`config.mk`:
```
export PLATFORM = sky130hd
export DESIGN_NAME = mmio_port_responder
export DESIGN_NICKNAME = d
export VERILOG_FILES = /design/src/rtl/mmio_pkg.sv /design/src/rtl/mmio_sync_fifo.sv /design/src/rtl/mmio_port_responder.sv
export SDC_FILE = /design/constraint.sdc
export NUM_CORES = 1
export LEC_CHECK = 0
export BUFFER_PORTS_ARGS = -buffer_cell sky130_fd_sc_hd__buf_2
export CORE_MARGIN = 10
export CORE_UTILIZATION = 41
export DETAILED_ROUTE_END_ITERATION = 16
export MAX_ROUTING_LAYER = met4
export PLACE_DENSITY_LB_ADDON = 0.12
export SLEW_MARGIN = 20
export SYNTH_ARGS = -nofsm -noshare
export SYNTH_HDL_FRONTEND = slang
export SYNTH_SLANG_ARGS = --single-unit
```
`constraint.sdc`:
```
create_clock -name clk -period 7.12 [get_ports clk]
set_input_delay 0.712 -clock clk [delete_from_list [all_inputs] [get_ports clk]]
set_output_delay 0.712 -clock clk [all_outputs]
set_load 0.01 [all_outputs]
```
`src/rtl/mmio_pkg.sv`:
```
// Shared register-map constants for the MMIO port responder.
// Offsets are word indices (Address[4:2]); bit indices locate STATUS/CTRL fields.
package mmio_pkg;

  localparam logic [2:0] OFF_PORT_OUT  = 3'd0;
  localparam logic [2:0] OFF_PORT_IN   = 3'd1;
  localparam logic [2:0] OFF_FIFO_DATA = 3'd2;
  localparam logic [2:0] OFF_STATUS    = 3'd3;
  localparam logic [2:0] OFF_CTRL      = 3'd4;

  localparam int STATUS_OVF_BIT  = 9;
  localparam int STATUS_FULL_BIT = 8;
  localparam int CTRL_CAP_EN_BIT = 0;
  localparam int CTRL_CLR_BIT    = 1;

  function automatic logic [31:0] status_word(
    input logic       ovf,
    input logic       full,
    input logic [7:0] count
  );
    return {22'b0, ovf, full, count};
  endfunction

endpackage

```
`src/rtl/mmio_sync_fifo.sv`:
```
// Synchronous capture FIFO with clear, show-ahead output and overflow pulse.
// Ports: clk, reset, clr, push/din, pop/dout, count, full, empty, ovf_pulse.
module mmio_sync_fifo #(
  parameter  int WIDTH = 8,
  parameter  int DEPTH = 8,
  localparam int AW    = $clog2(DEPTH),
  localparam int CW    = AW + 1
) (
  input  logic             clk,
  input  logic             reset,
  input  logic             clr,
  input  logic             push,
  input  logic [WIDTH-1:0] din,
  input  logic             pop,
  output logic [WIDTH-1:0] dout,
  output logic [CW-1:0]    count,
  output logic             full,
  output logic             empty,
  output logic             ovf_pulse
);

  logic [WIDTH-1:0] mem_q [DEPTH];
  logic [AW-1:0]    wr_ptr_q, wr_ptr_d;
  logic [AW-1:0]    rd_ptr_q, rd_ptr_d;
  logic [CW-1:0]    count_q, count_d;
  logic             do_push, do_pop;

  assign full  = (count_q == CW'(DEPTH));
  assign empty = (count_q == '0);
  assign count = count_q;
  assign dout  = mem_q[rd_ptr_q];

  // A pop frees a slot in the same cycle, so a full FIFO still accepts
  // a simultaneous push. Clear overrides both and suppresses overflow.
  always_comb begin
    do_pop    = pop && !empty && !clr;
    do_push   = push && (!full || do_pop) && !clr;
    ovf_pulse = push && full && !do_pop && !clr;
    wr_ptr_d  = wr_ptr_q;
    rd_ptr_d  = rd_ptr_q;
    count_d   = count_q;
    if (clr) begin
      wr_ptr_d = '0;
      rd_ptr_d = '0;
      count_d  = '0;
    end else begin
      if (do_push) wr_ptr_d = wr_ptr_q + AW'(1);
      if (do_pop)  rd_ptr_d = rd_ptr_q + AW'(1);
      count_d = count_q + CW'(do_push) - CW'(do_pop);
    end
  end

  always_ff @(posedge clk) begin
    if (reset) begin
      wr_ptr_q <= '0;
      rd_ptr_q <= '0;
      count_q  <= '0;
    end else begin
      wr_ptr_q <= wr_ptr_d;
      rd_ptr_q <= rd_ptr_d;
      count_q  <= count_d;
    end
  end

  always_ff @(posedge clk) begin
    if (do_push) mem_q[wr_ptr_q] <= din;
  end

endmodule

```
`src/rtl/mmio_port_responder.sv`:
```
// MEM-stage MMIO responder: PortOut register, synchronized PortIn, change-capture FIFO.
// Ports: clk, reset, Address/WriteData/MemWrite/MemRead, ReadData, Hit, PortIn, PortOut, InPending.
module mmio_port_responder
  import mmio_pkg::*;
#(
  parameter logic [31:0] BASE_ADDR   = 32'h1001_0100,
  parameter int          FIFO_DEPTH  = 8,
  parameter int          SYNC_STAGES = 2
) (
  input  logic        clk,
  input  logic        reset,
  input  logic [31:0] Address,
  input  logic [31:0] WriteData,
  input  logic        MemWrite,
  input  logic        MemRead,
  output logic [31:0] ReadData,
  output logic        Hit,
  input  logic [7:0]  PortIn,
  output logic [31:0] PortOut,
  output logic        InPending
);

  localparam int CW = $clog2(FIFO_DEPTH) + 1;

  logic [SYNC_STAGES-1:0][7:0] sync_q, sync_d;
  logic [7:0]  prev_q;
  logic [7:0]  sync_out;
  logic [31:0] port_out_q, port_out_d;
  logic        cap_en_q, cap_en_d;
  logic        ovf_q, ovf_d;

  logic [2:0]    off;
  logic          rd, wr;
  logic          push, pop, clr;
  logic [7:0]    head;
  logic [CW-1:0] count;
  logic          full, empty, ovf_pulse;
  logic          unused_addr;

  assign unused_addr = ^Address[1:0];

  assign Hit       = (Address[31:5] == BASE_ADDR[31:5]);
  assign off       = Address[4:2];
  assign rd        = MemRead && Hit;
  assign wr        = MemWrite && Hit;
  assign sync_out  = sync_q[SYNC_STAGES-1];
  assign PortOut   = port_out_q;
  assign InPending = !empty;

  assign push = cap_en_q && (sync_out != prev_q);
  assign pop  = rd && (off == OFF_FIFO_DATA);
  assign clr  = wr && (off == OFF_CTRL) && WriteData[CTRL_CLR_BIT];

  mmio_sync_fifo #(
    .WIDTH (8),
    .DEPTH (FIFO_DEPTH)
  ) u_fifo (
    .clk       (clk),
    .reset     (reset),
    .clr       (clr),
    .push      (push),
    .din       (sync_out),
    .pop       (pop),
    .dout      (head),
    .count     (count),
    .full      (full),
    .empty     (empty),
    .ovf_pulse (ovf_pulse)
  );

  // Read mux reflects pre-edge state, so a same-cycle write is not visible.
  always_comb begin
    ReadData = '0;
    if (rd) begin
      case (off)
        OFF_PORT_OUT:  ReadData = port_out_q;
        OFF_PORT_IN:   ReadData = {24'b0, sync_out};
        OFF_FIFO_DATA: ReadData = empty ? 32'b0 : {24'b0, head};
        OFF_STATUS:    ReadData = status_word(ovf_q, full, 8'(count));
        OFF_CTRL:      ReadData = {31'b0, cap_en_q};
        default:       ReadData = '0;
      endcase
    end
  end

  // A fresh overflow in the same cycle as a W1C keeps ovf set.
  always_comb begin
    sync_d     = {sync_q[SYNC_STAGES-2:0], PortIn};
    port_out_d = port_out_q;
    cap_en_d   = cap_en_q;
    ovf_d      = ovf_q;
    if (wr && off == OFF_PORT_OUT) port_out_d = WriteData;
    if (wr && off == OFF_CTRL)     cap_en_d   = WriteData[CTRL_CAP_EN_BIT];
    if (wr && off == OFF_STATUS && WriteData[STATUS_OVF_BIT]) ovf_d = 1'b0;
    if (ovf_pulse) ovf_d = 1'b1;
  end

  always_ff @(posedge clk) begin
    if (reset) begin
      sync_q     <= '0;
      prev_q     <= '0;
      port_out_q <= '0;
      cap_en_q   <= 1'b1;
      ovf_q      <= 1'b0;
    end else begin
      sync_q     <= sync_d;
      prev_q     <= sync_out;
      port_out_q <= port_out_d;
      cap_en_q   <= cap_en_d;
      ovf_q      <= ovf_d;
    end
  end

endmodule

```
==> results of run 1 <==
[metal layers]
layer  routed length (um)  global-route usage  vias to the layer above
met5                    0                   -                        -
met4                  203              0.0588                        0
met3                  796              0.0469                       21
met2                 7270               0.247                      133
met1                 6320               0.181                     2001
li1                     -                   -                     1963
[flip-flops by register name, summed over array words and instances, names as in the netlist, named ones only]
name             cells
u_fifo.mem_q        64
PortOut             32
prev_q               8
sync_d               8
sync_out             8
u_fifo.count         4
u_fifo.rd_ptr_q      3
u_fifo.wr_ptr_q      3
cap_en_q             1
ovf_q                1
[worst max-delay path, stage by stage, from the launching register on]
cell and delay (ns):
dfxtp_1 0.36, inv_1 0.09, ha_1 0.20, or3b_1 0.20
nand3_1 0.37, or4_4 0.70, a211oi_2 0.65, nor4bb_4 0.73
[stage by stage]
| step | utilization | power [W] | hold slack (ns) | std cells | setup slack [ns] |
|---|---|---|---|---|---|
| finish | 0.521 | 0.00211 | 0.435 | 799 | 3.45 |
| global route | 0.521 | 0.00220 | 0.451 | 799 | 3.20 |
| CTS | 0.521 | 0.00213 | 0.438 | 799 | 3.38 |
| detailed placement | 0.477 | 0.00122 | 0.425 | 768 | 3.22 |
| global placement | 0.477 | 0.00121 | 0.418 | 768 | 3.27 |
| floorplan | - | 0.00112 | 0.414 | 474 | 4.13 |
[kinds of logic after synthesis]
logic type      Yosys count  share of synthesized area
buf+inv                  38                     0.0267
compound gates           58                     0.0623
xor+xnor                 11                     0.0167
fa+ha+maj                 9                     0.0208
flops                   135                      0.580
simple gates            186                      0.194
mux                      37                     0.0998
[worst min path at each step]
stage | from | to | slack, ns
6_report | sync_d[11] | sync_out[3] | 0.43
5_1_grt | sync_d[11] | sync_out[3] | 0.45
4_1_cts | sync_d[11] | sync_out[3] | 0.44
3_5_place_dp | sync_d[11] | sync_out[3] | 0.42
3_3_place_gp | sync_d[14] | sync_out[6] | 0.42
2_1_floorplan | sync_d[8] | sync_out[0] | 0.41
[power by group]
group          switching [W]  total (W)  internal (W)
registers          0.0000422   0.000938      0.000896
clock network       0.000320   0.000904      0.000583
logic               0.000143   0.000264      0.000122
[placed cells by master (no fill, tap or decap), drive strengths merged, types with 4 or more instances in the layout]
cell type	instances
mux2	4
a22oi	5
clkinv	5
and4	5
edfxtp	64
nor2b	25
nand4	7
nor4	6
mux4	16
mux2i	17
nor2	21
bufinv	4
clkbuf	19
dfxtp	71
o21ai	4
ha	8
nand2b	4
buf	142
inv	12
o32a	4
nand2	71
xnor2	10
and2	24
a21oi	36
[final cells by class]
cell class              count  area [um^2]
clock buffers              19          433
clock inverters            12          175
fillers                  1198         6630
inverters                  10         37.5
multi-input cells         301         2270
flip-flops and latches    135         3340
well taps                 180          225
repair buffers            142          718
==> metrics.cfg, run 1 <==
[status]
status=complete, no violations

[grt]
gr-total-overflow=0
grt_pass1_wl_mm=22.9
grt_usage=0.155
antenna_found_initial=0
grt_max_degree=61
grt_pass1_vias=4289

[die]
fp.dieW_um=139
dieArea_um2=19200
io_pins=142
dieHeight_um=139
core_um2=13800
initial_core_util=0.417
fp-row-count=43

[logic_synthesis]
yosysTopAreaCellShare=0.333
netlist_instances=474
netlist_area_um2=5760
syn_nets=559
synth_edf_count=64
yosys_register_bits=135
synth.avg_cell_area_um2=12.2
synth_top_area_cell=edfxtp_1
synth-main-ff-cell=dfxtp_1
async_reset_ff_frac=0
ys_top_cells_by_count=dfxtp_1 (71), nand2_1 (71), edfxtp_1 (64)
yosys-top-cells-area=edfxtp_1 (33%), dfxtp_1 (25%), mux4_2 (6.3%)
ys_types=53
yosysSeqAreaShare=0.580
yosys_warnings=0

[setup_path]
r2r-end=u_fifo.mem_q[4][0]
crit_start=u_fifo.count[2]
critPathCapture=u_fifo.mem_q[4][0]
arrival_ns=3.72
cp.required_ns=7.16
startpoint_type=flop
ff2ff_path_depth=7
r2r_slack_ns=3.45
r2r-start=u_fifo.count[2]
critical_path_class=flop to flop
crit_fanout=11
worstSetupEndpointType=flop

[run]
drv_cap=0

[power_and_ir_drop]
peakVddDrop_uv=203
power_density_nw_per_um2=292
p_leak_nw=2.80

[place]
dpl-instance-area_um2=6590
gp_routability_congestion=0.788
hpwl_mm=10.5
io_buffers=139

[timing]
tns_ns=0
clock_skew_ns=0.00550
fin_crit_sh=0.516
tightest_slew_ns=1.04
max_freq_mhz=272
rsz0062_at_grt=no
period_needed_ns=3.67
finalMaxSlewViolations=0
finalHoldViolCount=0
setup_viol=0
slew_headroom=0.306

[cts]
cts_tree=built
post-cts-setup-buffers=0
h-tree-depth=4
clock-sinks=135
holdBufCountCts=0
cts-root-buf=clkbuf_16
clk_latency_ns=0.42
clkTransAtPathRegs_ns=0.05
cts_resized=0
clockBufferDepth=2
cts_buffers=17

[layout]
antenna_cells=0
layout-drive-gt1-share=0.334
num-nets-final=692
stdcell_area_um2=7200
syn2layout_area_growth_pct=24.9

[hold_path]
hp-class=flop to flop
hold_depth=1

[route]
drt-initial-drc-count=185
wl_per_cell_um=18.3
via_per_inst=5.15
drc=0
routed_wirelength_mm=14.6
ant_nets=0
first_pass_iters=4
vias=4118

No activity file was read; power rests on OpenSTA's default activity.
==> run 2: changes to the inputs <==
- ABC_AREA: unset -> 1
- clock period: 7.12 -> 3.52 ns (I/O delays scaled with it)
==> run 2 against run 1 <==
  * Combinational power up 89%
  * Sequential power is 98% higher
  * Register-to-register slack got worse by 2.5 ns
  * Core utilization increased by 0.19 points
  * Global-route usage grew 0.37 points
==> metrics.cfg, run 2 <==
[route]
first_pass_iters=6  ; +2
vias=4748  ; +15%
drc=0  ; unchanged
ant_nets=0  ; unchanged
routed_wirelength_mm=15.1  ; +3.8%
wl_per_cell_um=15.7  ; -14%
drt-initial-drc-count=238  ; +29%
via_per_inst=4.93  ; -4.4%

[setup_path]
crit_family=buffers and inverters
cp_common_cell=buf_4
max_stage_delay_ns=0.44  ; -0.29 ns
critical-path-slowest-cell=inv_1
path_cells=buf_4 > inv_1 > buf_4 > o21ai_0 > o221ai_1 > nand3_1 > a31oi_1 > buf_2
path_depth=8  ; +1
crit_fanout=33  ; +22
critical_path_class=flop to output port
startpoint_type=flop
path_buf_inv=4  ; +3
arrival_ns=2.53  ; -1.19 ns
worstSetupEndpointType=output port
ff2ff_path_depth=9  ; +2
cp.required_ns=3.17  ; -3.99 ns

[cts]
cts_buffers=17  ; unchanged
clk_latency_ns=0.42  ; about the same
cts_resized=0  ; unchanged
cts-root-buf=clkbuf_16
clockBufferDepth=2  ; unchanged
cts_tree=built
post-cts-setup-buffers=0  ; unchanged
clkTransAtPathRegs_ns=0.07  ; +0.02 ns
clock-sinks=135  ; unchanged
holdBufCountCts=0  ; unchanged
h-tree-depth=4  ; unchanged

[grt]
grt_pass1_wl_mm=24.5  ; +6.9%
grt_max_degree=35  ; -43%
antenna_found_initial=0  ; unchanged
gr-total-overflow=0  ; unchanged
grt_pass1_vias=4890  ; +14%
grt_usage=0.159  ; +0.00368

[power_and_ir_drop]
p_sw_frac=0.266  ; +0.0260
comb_power_share=0.120  ; -0.006
p_leak_nw=3.11  ; +11%
p_switching_w=0.00110  ; +120%
peakVddDrop_uv=297  ; +46%
power_frac_clock=0.429  ; about the same
total_power_w=0.00414  ; +96%
power_density_nw_per_um2=568  ; +94%
internal_power_w=0.00304  ; +90%
seqPwrFrac=0.450  ; +0.005

[die]
initial_core_util=0.421  ; +0.00441
dieArea_um2=19500  ; +1.6%
io_pins=142  ; unchanged
fp-row-count=43  ; unchanged
core_um2=13900  ; +0.78%
fp.dieW_um=140  ; +0.79%
dieHeight_um=140  ; +0.79%

[logic_synthesis]
synth.most_common_cell=nor2_1
yosys-top-cells-area=edfxtp_1 (33%), dfxtp_1 (24%), nor2_1 (6.6%)
netlist_area_um2=5870  ; +1.8%
netlist_instances=636  ; +34%
yosys_warnings=0  ; unchanged
yosysTopAreaCellShare=0.327  ; -0.00604
ys_top_cells_by_count=nor2_1 (104), inv_1 (86), dfxtp_1 (71)
ys_types=39  ; -26%
synth_top_area_cell=edfxtp_1
yosys_register_bits=135  ; unchanged
synth-main-ff-cell=dfxtp_1
yosysSeqAreaShare=0.569  ; -0.0105
syn_nets=721  ; +29%
synth_edf_count=64  ; unchanged
synth.avg_cell_area_um2=9.23  ; -24%
async_reset_ff_frac=0  ; unchanged

[layout]
num-nets-final=856  ; +24%
fillCellCount=1272  ; +6.2%
largest_reg_flops=64  ; unchanged
layout-drive-gt1-share=0.268  ; -0.0666
regMostFlops=u_fifo.mem_q
syn2layout_area_growth_pct=24.1
final_cell_mix=buf_2 (139), nor2_1 (104), inv_1 (86)
mostFrequentLayoutCell=buf_2
antenna_cells=0  ; unchanged

[timing]
tightest_slew_ns=0.824  ; -0.218 ns
max_freq_mhz=347
fin_crit_sh=0.819
finalMaxSlewViolations=0  ; unchanged
period_needed_ns=2.88
setup_slack_ns=0.635  ; -2.81 ns
clock_skew_ns=0.0105  ; +0.00499 ns
setup_viol=0  ; unchanged
finalHoldViolCount=0  ; unchanged
tns_ns=0  ; unchanged
slew_headroom=0.449  ; +0.143
rsz0062_at_grt=no

[place]
hpwl_mm=11.2  ; +6.2%
io_buffers=139  ; unchanged
dp_slack_ns=0.823  ; -2.40 ns
gp_routability_congestion=0.863  ; +9.6%

[status]
status=complete, no violations

[run]
drv_cap=0  ; unchanged

[hold_path]
hp-class=input pin to flop
hold_depth=3  ; +2

## run 2: area by class of cell
| cell class | count | area [um^2] | area share |
|---|---|---|---|
| clock buffer | 18 | 450 | 0.0618 |
| inverter | 94 | 353 | 0.0484 |
| clock inverter | 14 | 148 | 0.0203 |
| tap | 180 | 225 | 0.0309 |
| sequential | 135 | 3340 | 0.459 |
| timing repair buffer | 144 | 733 | 0.101 |
| multi-input combinational | 379 | 2030 | 0.279 |
## run 2: kinds of logic after synthesis
| family | count (synthesis) | share of synthesized area |
|---|---|---|
| simple gates | 224 | 0.180 |
| fa+ha+maj | 9 | 0.0205 |
| xor+xnor | 12 | 0.0179 |
| flops | 135 | 0.569 |
| compound gates | 134 | 0.127 |
| buf+inv | 122 | 0.0844 |
## run 2: power by group through the flow
stage / Clock [W] / Combinational (W) / Sequential [W]
after CTS: 0.00180 / 0.000506 / 0.00186
after detailed placement: 0 / 0.000504 / 0.00190
after global routing: 0.00188 / 0.000569 / 0.00188
final: 0.00178 / 0.000498 / 0.00186
after floorplan: 0 / 0.000356 / 0.00188
after global placement: 0 / 0.000488 / 0.00189
## run 2: final timing paths
check,start,endpoint,slack [ns]
worst max-delay path,flop,ReadData[6],0.64
worst min register to register,sync_d[13],sync_out[5],0.41
worst min-delay path,PortIn[4],sync_d[12],0.13
worst max register to register,u_fifo.count[2],u_fifo.mem_q[2][5],0.94
## run 2: worst min-delay path, delay by kind of cell
family,cells,cell delay [ns]
buf+inv,2,0.10
simple gates,1,0.06
## run 2: metal layers
metal | part of all wire | up-vias | global-route usage | wire, um
met2 | 0.47 | 146 | 0.251 | 7160
met1 | 0.44 | 2195 | 0.188 | 6680
met4 | 0.015 | 0 | 0.0511 | 231
met5 | 0 | - | - | 0
li1 | - | 2388 | - | -
met3 | 0.071 | 19 | 0.0534 | 1070
## run 2: metrics by stage
stage                     instance area (um^2)  instances  hold slack [ns]  utilization
after global routing                      7280        964            0.128        0.523
after CTS                                 7280        964            0.119        0.523
after detailed placement                  6690        932            0.395        0.480
final                                     7280        964            0.132        0.523
after floorplan                           5870        636            0.388            -
after global placement                    6690        932            0.391        0.480
==> run 3: changes to the inputs <==
- clock period: 3.52 -> 3 ns (I/O delays scaled with it)
==> run 3 against run 2 <==
  * Global-route usage grew 0.18 points
  * Sequential share of layout area is 0.38 points lower
  * Design area grew 0.84%
  * Critical path depth fell by 2
  * Final cell count increased by 0.83%
  * Setup slack got worse by 0.30 ns
  * Sequential cell count stayed put
  * Routed wire length is 1.7% higher
  * Hold slack worse by 0.037 ns
  * Die area is the same
  * Critical path type unchanged
==> metrics.cfg, run 3 (same netlist as run 2, synthesis figures left out) <==
[route]
wl_per_cell_um=15.8  ; +0.83%
first_pass_iters=5  ; -1
vias=4769  ; +0.44%
drt-initial-drc-count=216  ; -9.2%
routed_wirelength_mm=15.4  ; +1.7%
ant_nets=0  ; unchanged
drc=0  ; unchanged
via_per_inst=4.91  ; -0.38%

[die]
fp.dieW_um=140  ; unchanged
dieHeight_um=140  ; unchanged
io_pins=142  ; unchanged
core_um2=13900  ; unchanged
dieArea_um2=19500  ; unchanged
initial_core_util=0.421  ; unchanged
fp-row-count=43  ; unchanged

[power_and_ir_drop]
peakVddDrop_uv=360  ; +21%
power_density_nw_per_um2=659  ; +16%
p_leak_nw=3.16  ; +1.4%

[status]
status=complete, no violations

[place]
dpl-instance-area_um2=6750  ; +0.90%
dp_slack_ns=0.543  ; -0.281 ns
io_buffers=139  ; unchanged
dp.cells=940  ; +0.86%
hpwl_mm=11.3  ; +0.73%
gp_routability_congestion=0.868  ; +0.47%

[timing]
slew_headroom=0.547  ; +0.0982
fin_crit_sh=0.887
clock_skew_ns=0.0173  ; +0.00683 ns
tns_ns=0  ; unchanged
period_needed_ns=2.66
rsz0062_at_grt=no
max_freq_mhz=376
tightest_slew_ns=0.679  ; -0.145 ns
setup_viol=0  ; unchanged
finalMaxSlewViolations=0  ; unchanged
setup_slack_ns=0.339  ; -0.297 ns
finalHoldViolCount=0  ; unchanged

[setup_path]
ff2ff_path_depth=12  ; +3
cp.required_ns=2.70  ; -0.47 ns
startpoint_type=flop
r2r_slack_ns=0.56  ; -0.38 ns
arrival_ns=2.36  ; -0.17 ns
crit_fanout=19  ; -42%
r2r-start=u_fifo.count[2]
worstSetupEndpointType=output port
critical_path_class=flop to output port
r2r-end=u_fifo.count[2]

[cts]
clockBufferDepth=2  ; unchanged
clock-sinks=135  ; unchanged
cts_tree=built
holdBufCountCts=0  ; unchanged
cts-root-buf=clkbuf_16
cts_buffers=17  ; unchanged
clkTransAtPathRegs_ns=0.06  ; about the same
cts_resized=0  ; unchanged
clk_latency_ns=0.41  ; about the same
h-tree-depth=4  ; unchanged
post-cts-setup-buffers=0  ; unchanged

[layout]
fin_util=0.527  ; +0.00440
final_cell_mix=buf_2 (139), nor2_1 (104), inv_1 (87)
num-nets-final=864  ; +0.93%
regMostFlops=u_fifo.mem_q
layout-drive-gt1-share=0.274  ; +0.00613
syn2layout_area_growth_pct=25.1
fillCellCount=1250  ; -1.7%
register_area_um2=3340  ; unchanged
stdcell_area_um2=7350  ; +0.84%
layoutNonFillerInstCount=972  ; +0.83%
mostFrequentLayoutCell=buf_2
antenna_cells=0  ; unchanged
largest_reg_flops=64  ; unchanged
multi_input_area_um2=2030  ; unchanged

[hold_path]
min-delay-start=PortIn[0]
hold-path-endpoint=sync_d[8]
hold_depth=3  ; unchanged
hp-class=input pin to flop

[grt]
grt_max_degree=35  ; unchanged
grt_pass1_vias=4847  ; -0.88%
grt_usage=0.161  ; +0.00183
gr-total-overflow=0  ; unchanged
grt_pass1_wl_mm=24.8  ; +1.2%
antenna_found_initial=0  ; unchanged

[run]
drv_cap=0  ; unchanged

==> run 3: area by class of cell <==
| cell class | count | area share |
|---|---|---|
| Inverter | 94 | 0.0480 |
| Multi-Input combinational cell | 379 | 0.277 |
| Sequential cell | 135 | 0.455 |
| Clock inverter | 12 | 0.0135 |
| Timing Repair Buffer | 152 | 0.108 |
| Tap cell | 180 | 0.0307 |
| Clock buffer | 20 | 0.0681 |
==> run 3: routing by layer <==
metal | routed length (um) | global-route usage | up-vias
met5 | 0 | - | -
li1 | - | - | 2399
met3 | 1120 | 0.0572 | 9
met1 | 6790 | 0.187 | 2223
met2 | 7340 | 0.259 | 138
met4 | 144 | 0.0424 | 0
==> run 3: report_power, final <==
| group | internal (W) | total [W] | switching (W) |
|---|---|---|---|
| Clock | 0.00123 | 0.00204 | 0.000812 |
| Combinational | 0.000239 | 0.000618 | 0.000379 |
| Sequential | 0.00211 | 0.00218 | 0.0000693 |
==> run 3: how the worst max path moves through the flow <==
stage	end
after floorplan	u_fifo.count[2]
after global placement	u_fifo.count[2]
after detailed placement	u_fifo.count[2]
after CTS	ReadData[3]
after global routing	ReadData[2]
final	ReadData[0]
==> run 3: critical path, cell delays in order (launching register included) <==
cell	delay, ns
dfxtp_1	0.53
inv_1	0.44
o21ai_0	0.16
o221ai_1	0.23
nand3_1	0.16
a31oi_1	0.25
buf_2	0.17
==> run 3: stage by stage <==
| stage | power, W | hold slack, ns |
|---|---|---|
| 3_5_place_dp | 0.00284 | 0.396 |
| 3_3_place_gp | 0.00281 | 0.390 |
| 2_1_floorplan | 0.00262 | 0.388 |
| 4_1_cts | 0.00488 | 0.0710 |
| 5_1_grt | 0.00507 | 0.0744 |
| 6_report | 0.00484 | 0.0952 |
